$ cat src/rtl/cpa_pipe_24.sv
// ---------------------------------------------------------------------------
// cpa_pipe_24
//
// Two-stage pipelined carry-propagate adder. Resolves the redundant sum/carry
// pair coming out of the 24-bit 3:2 CSA into a single binary result. The
// carry chain is split at a fixed boundary: stage 1 adds the low LO_W bits
// and registers the carry out, stage 2 adds the high part plus that carry.
//
// Parameters
//   W     width of the CSA sum vector (carry is W+1, result is W+2)
//   LO_W  number of low bits resolved in stage 1, 1 <= LO_W <= W
//
// Ports
//   clk        single clock, rising edge
//   rst        synchronous, active-high reset
//   in_valid   upstream sum/carry pair valid
//   in_ready   block can accept a pair this cycle
//   in_s       CSA sum vector   [W:1]
//   in_c       CSA carry vector [W+1:1], already shifted, bit 1 still added
//   out_valid  result valid
//   out_ready  downstream accepts the result
//   out_sum    in_s + in_c, exact, [W+2:1]
// ---------------------------------------------------------------------------
module cpa_pipe_24 #(
  parameter int W    = 24,
  parameter int LO_W = 13
) (
  input  logic           clk,
  input  logic           rst,
  input  logic           in_valid,
  output logic           in_ready,
  input  logic [W:1]     in_s,
  input  logic [W+1:1]   in_c,
  output logic           out_valid,
  input  logic           out_ready,
  output logic [W+2:1]   out_sum
);

  // Width of the high-part adder: the remaining sum bits, the carry MSB and
  // one extra bit so the final result can never overflow.
  localparam int HI_W = W + 2 - LO_W;

  // Stage-1 registers
  logic              s1_valid;
  logic [LO_W:1]     s1_lo;
  logic              s1_carry;
  logic [HI_W:1]     s1_s_hi;
  logic [HI_W:1]     s1_c_hi;

  // Handshake / datapath nets
  logic              s2_en;
  logic              s1_en;
  logic              accept;
  logic [LO_W+1:1]   lo_sum;
  logic [W:1]        s_shift;
  logic [W+1:1]      c_shift;
  logic [HI_W:1]     hi_sum;

  // -------------------------------------------------------------------------
  // Pipeline control. Stage 2 may load when its slot is empty or being
  // drained this cycle; stage 1 may load when empty or when it can move on.
  // in_ready is forced low during reset so no pair is claimed as accepted
  // on an edge that is about to discard it.
  // -------------------------------------------------------------------------
  always_comb begin
    s2_en    = !out_valid || out_ready;
    s1_en    = !s1_valid || s2_en;
    in_ready = s1_en && !rst;
    accept   = in_valid && in_ready;
  end

  // -------------------------------------------------------------------------
  // Stage-1 arithmetic. Shifting instead of slicing keeps the high part
  // well-defined even when LO_W == W (the sum contributes nothing above the
  // split). The casts below zero-extend or drop known-zero bits only.
  // -------------------------------------------------------------------------
  // NOTE: every output of this always_comb is assigned unconditionally on
  // every pass, so no latch can be inferred.
  always_comb begin
    lo_sum  = {1'b0, in_s[LO_W:1]} + {1'b0, in_c[LO_W:1]};
    s_shift = in_s >> LO_W;
    c_shift = in_c >> LO_W;
  end

  // Stage-2 arithmetic: the carry used here is the one registered alongside
  // these high operands, so it always belongs to the same pair, stall or not.
  always_comb begin
    hi_sum = s1_s_hi + s1_c_hi + {{(HI_W-1){1'b0}}, s1_carry};
  end

  // -------------------------------------------------------------------------
  // Valid bits and the output register. out_sum is reset so it reads 0
  // after reset; it only reloads when stage 2 advances with real data, so
  // it holds steady through a stall.
  // -------------------------------------------------------------------------
  // NOTE: state uses non-blocking assignments so every register samples the
  // pre-edge values, independent of statement order.
  always_ff @(posedge clk) begin
    if (rst) begin
      s1_valid  <= 1'b0;
      out_valid <= 1'b0;
      out_sum   <= '0;
    end else begin
      if (s2_en) begin
        out_valid <= s1_valid;
        if (s1_valid) begin
          out_sum <= {hi_sum, s1_lo};
        end
      end
      if (s1_en) begin
        s1_valid <= accept;
      end
    end
  end

  // -------------------------------------------------------------------------
  // Stage-1 data registers.
  // NOTE: these carry no reset; s1_valid gates their use, so leaving them
  // unreset saves reset fan-out without any observable effect.
  // -------------------------------------------------------------------------
  always_ff @(posedge clk) begin
    if (accept) begin
      s1_lo    <= lo_sum[LO_W:1];
      s1_carry <= lo_sum[LO_W+1];
      s1_s_hi  <= HI_W'(s_shift);
      s1_c_hi  <= HI_W'(c_shift);
    end
  end

endmodule

$ cat config.mk
export PLATFORM = sky130hd
export DESIGN_NAME = cpa_pipe_24
export DESIGN_NICKNAME = d
export VERILOG_FILES = /design/src/rtl/cpa_pipe_24.sv
export SDC_FILE = /design/constraint.sdc
export NUM_CORES = 1
export LEC_CHECK = 0
export ABC_AREA = 1
export BUFFER_PORTS_ARGS = -buffer_cell sky130_fd_sc_hd__buf_2
export CAP_MARGIN = 10
export CORE_ASPECT_RATIO = 0.75
export CORE_UTILIZATION = 45
export CTS_BUF_LIST = sky130_fd_sc_hd__clkbuf_8
export DETAILED_ROUTE_END_ITERATION = 10
export GPL_TIMING_DRIVEN = 1
export PLACE_DENSITY = 0.71
export REMOVE_ABC_BUFFERS = 1
export SLEW_MARGIN = 5
export SYNTH_ARGS = -nofsm -noshare
export SYNTH_HDL_FRONTEND = slang
export SYNTH_SLANG_ARGS = --single-unit
$ cat constraint.sdc
create_clock -name clk -period 5.5 [get_ports clk]
set_input_delay 0.825 -clock clk [delete_from_list [all_inputs] [get_ports clk]]
set_output_delay 0.825 -clock clk [all_outputs]
set_load 0.01 [all_outputs]
==> metrics.txt <==
hold slack=0.484 ns; Net Sw Frac=27.3%; critical path capture point type=primary output; RD Place Congestion=around 0.87; Comb pwr share=between 10% and 20%; Cell Area, Synth=3410 sq um; Worst Max-Slew Pin Slew=1.01 ns; Slew headroom=between 30% and 40%; WP data required=4.68 ns; Avg Inst Size Synth=between 8 and 9 sq um; Starting DRT DRC Count=77; yosys warns=0; maximum vdd drop=about 100 uV; # port buffers=80; period utilisation layout=a little under half; Die ar.=about 7900 sq um; Max Fclk=0.390 GHz; drt wl/cell=11.6 microns; slowest cell on the critical path=inv_1; Inserted Clock Buffers=9; Slew Limit Fails=0; vias in the first global route=2559; RSZ-0062 raised after global routing=no; Area Growth Syn to Fin=20.5%; setup bufs post-CTS=0; status=completed; Vias/cell=4.67; clock slew at reported path FFs=0.08 ns; hpwl dp=5.14 mm; CTS Buffer Depth=2; Setup CP Type=in2out; Multi-input gate area=about 1500 sq um; crit-path cells=buf_2 > inv_1 > nand2_1 > inv_1 > buf_2; clk sink count=65; initial antenna violation count=0; CTS resizes=0; Filler cells=695; slowest stage delay, CP=0.34 ns; PD cells=roughly 290 nW/um^2; Hold Violations, Final=0; Die X=102 microns; residual DRC count=0; Yosys reg bits=65; sw power=0.321 mW; Overall Global Routing Usage=about 19%; Final Skew=0.00700 ns; Root Driver=clkbuf_8; CP max FO=18; Post-Route WL=about 7 mm; first-pass GRT wire length=11.2 mm; worst hold path type=reg2reg; via count=between 2000 and 3000; Remaining Overflow, GRT=0; Non-Filler Instances=between 500 and 600; clock latency on the worst-skew pair=0.35 ns; setup_tns=0 ns; Worst EP arrival=1.74 ns; post-layout min period=approximately 2.6 ns; Syn Inst Count=397; endpoints failing setup=0; clock share of power=34.8%; Synth cell types=26; Die H=77.3 microns; post-synthesis sequential area ratio=between 40% and 50%; Initial Util=46.5%; largest net degree at the start of global routing=38; FF+latch area=roughly 1700 sq um; layout cell share with drive strength beyond 1=21.8%; drt first pass iters=4; Cell Int Power=around 0.86 mW; antenna fix cells=0; LEAKAGE=2.00 nW; hold buffers post-CTS=0; CORE AREA=7330 sq um; Ports=around 80; TritonCTS clock tree=built; Placed Cells=around 570; # rows=27; startpoint class of the critical path=primary input; Antenna Nets Post-Route=0; nets@finish=561; htree depth=3; Max-Cap Viols=0; fraction of power consumed by sequential logic=47.8%
cell type report:
class | instances | area share (%)
well taps | 101 | 3.08
flip-flops and latches | 65 | 40.7
repair buffers | 80 | 9.75
multi-input cells | 276 | 36.9
clock buffers | 10 | 3.35
clock inverters | 6 | 1.65
inverters | 50 | 4.57
metrics by stage:
stage | setup slack, ns | utilization [%] | area (sq um) | power [mW]
after detailed placement | 2.68 | 53.2 | 3900 | 0.780
final | 2.94 | 56.0 | 4110 | 1.18
after CTS | 2.90 | 56.0 | 4110 | 1.19
after global placement | 2.77 | 53.2 | 3900 | 0.777
after global routing | 2.81 | 56.0 | 4110 | 1.24
after floorplan | 2.36 | - | 3370 | 0.711
placed cells by master, fill, tap and decap left out, drive strengths merged:
master and count:
nand2 84, buf 80, nor2 70, inv 50, edfxtp 37, dfxtp 28, nand3 26, o21ai 25
ha 23, a21oi 21, clkbuf 10, xor2 9, xnor2 7, nand4 4, fa 3, clkinv 3
a31oi 2, clkinvlp 2, a21o 1, nand3b 1, bufinv 1
final timing paths:
path,start,end,slack (ns),cells after the start
max,rst,in_ready,2.94,5
min,out_sum[2]$_SDFFE_PP0P_,out_sum[2]$_SDFFE_PP0P_,0.48,2
max reg2reg,s1_carry$_DFFE_PP_,out_sum[22]$_SDFFE_PP0P_,3.33,10
min reg2reg,out_sum[2]$_SDFFE_PP0P_,out_sum[2]$_SDFFE_PP0P_,0.48,2
worst max-delay path, delay by kind of cell:
family,cells,cell delay (ns)
buffers and inverters,4,0.72
AND/OR/NAND/NOR,1,0.18
registers in the layout, summed over array words and instances, names as in the netlist:
signal,flops
out_sum,26
s1_lo,13
s1_c_hi,12
s1_s_hi,11
out_valid,1
s1_carry,1
s1_valid,1
power groups by stage:
stage / Clock [mW] / Sequential, mW / Combinational (mW)
floorplan: 0 / 0.581 / 0.130
global placement: 0 / 0.573 / 0.203
detailed placement: 0 / 0.574 / 0.206
CTS: 0.419 / 0.564 / 0.207
global route: 0.438 / 0.567 / 0.234
finish: 0.410 / 0.564 / 0.205
cells in the mapped netlist:
| cell type | instances | area share [%] |
|---|---|---|
| xor2_1 | 9 | 2.3 |
| nand4_1 | 4 | 0.73 |
| xnor2_1 | 7 | 1.8 |
| ha_1 | 23 | 8.4 |
| nand2_1 | 81 | 8.9 |
| fa_1 | 3 | 1.8 |
| a21o_1 | 1 | 0.22 |
| nor2_1 | 70 | 7.7 |
| buf_6 | 2 | 0.66 |
| nand3_1 | 25 | 3.7 |
| buf_1 | 1 | 0.11 |
| a21oi_1 | 18 | 2.6 |
| edfxtp_1 | 37 | 33 |
| inv_2 | 1 | 0.11 |
| inv_1 | 49 | 5.4 |
| nand2_2 | 3 | 0.55 |
| clkbuf_1 | 1 | 0.11 |
| o21ai_1 | 1 | 0.15 |
| a21oi_2 | 3 | 0.77 |
| dfxtp_1 | 28 | 16 |
| nand3b_1 | 1 | 0.22 |
| nand3_2 | 1 | 0.29 |
| buf_2 | 2 | 0.29 |
| a31oi_1 | 2 | 0.37 |
| o21ai_0 | 23 | 3.4 |
| o21ai_2 | 1 | 0.26 |
routing by layer:
metal	vias to the layer above	GRT usage, %	part of all wire (%)
li1	1463	-	-
met1	1198	22.4	47
met2	76	30.7	46
met3	8	7.03	6.0
met4	0	5.43	1.0
met5	-	0	0
logic make-up (layout without fill, tap and decap cells):
group                    Yosys count  after routing  synth area share [%]
AO/OA/AOI/OAI                     49             49                  7.79
XOR/XNOR                          16             16                  4.11
adder cells (fa/ha/maj)           26             26                  10.2
buffers and inverters             56            146                  6.69
flip-flops                        65             65                  49.1
AND/OR/NAND/NOR                  185            185                  22.1
Note: power is estimated with default switching activity, not from simulation.
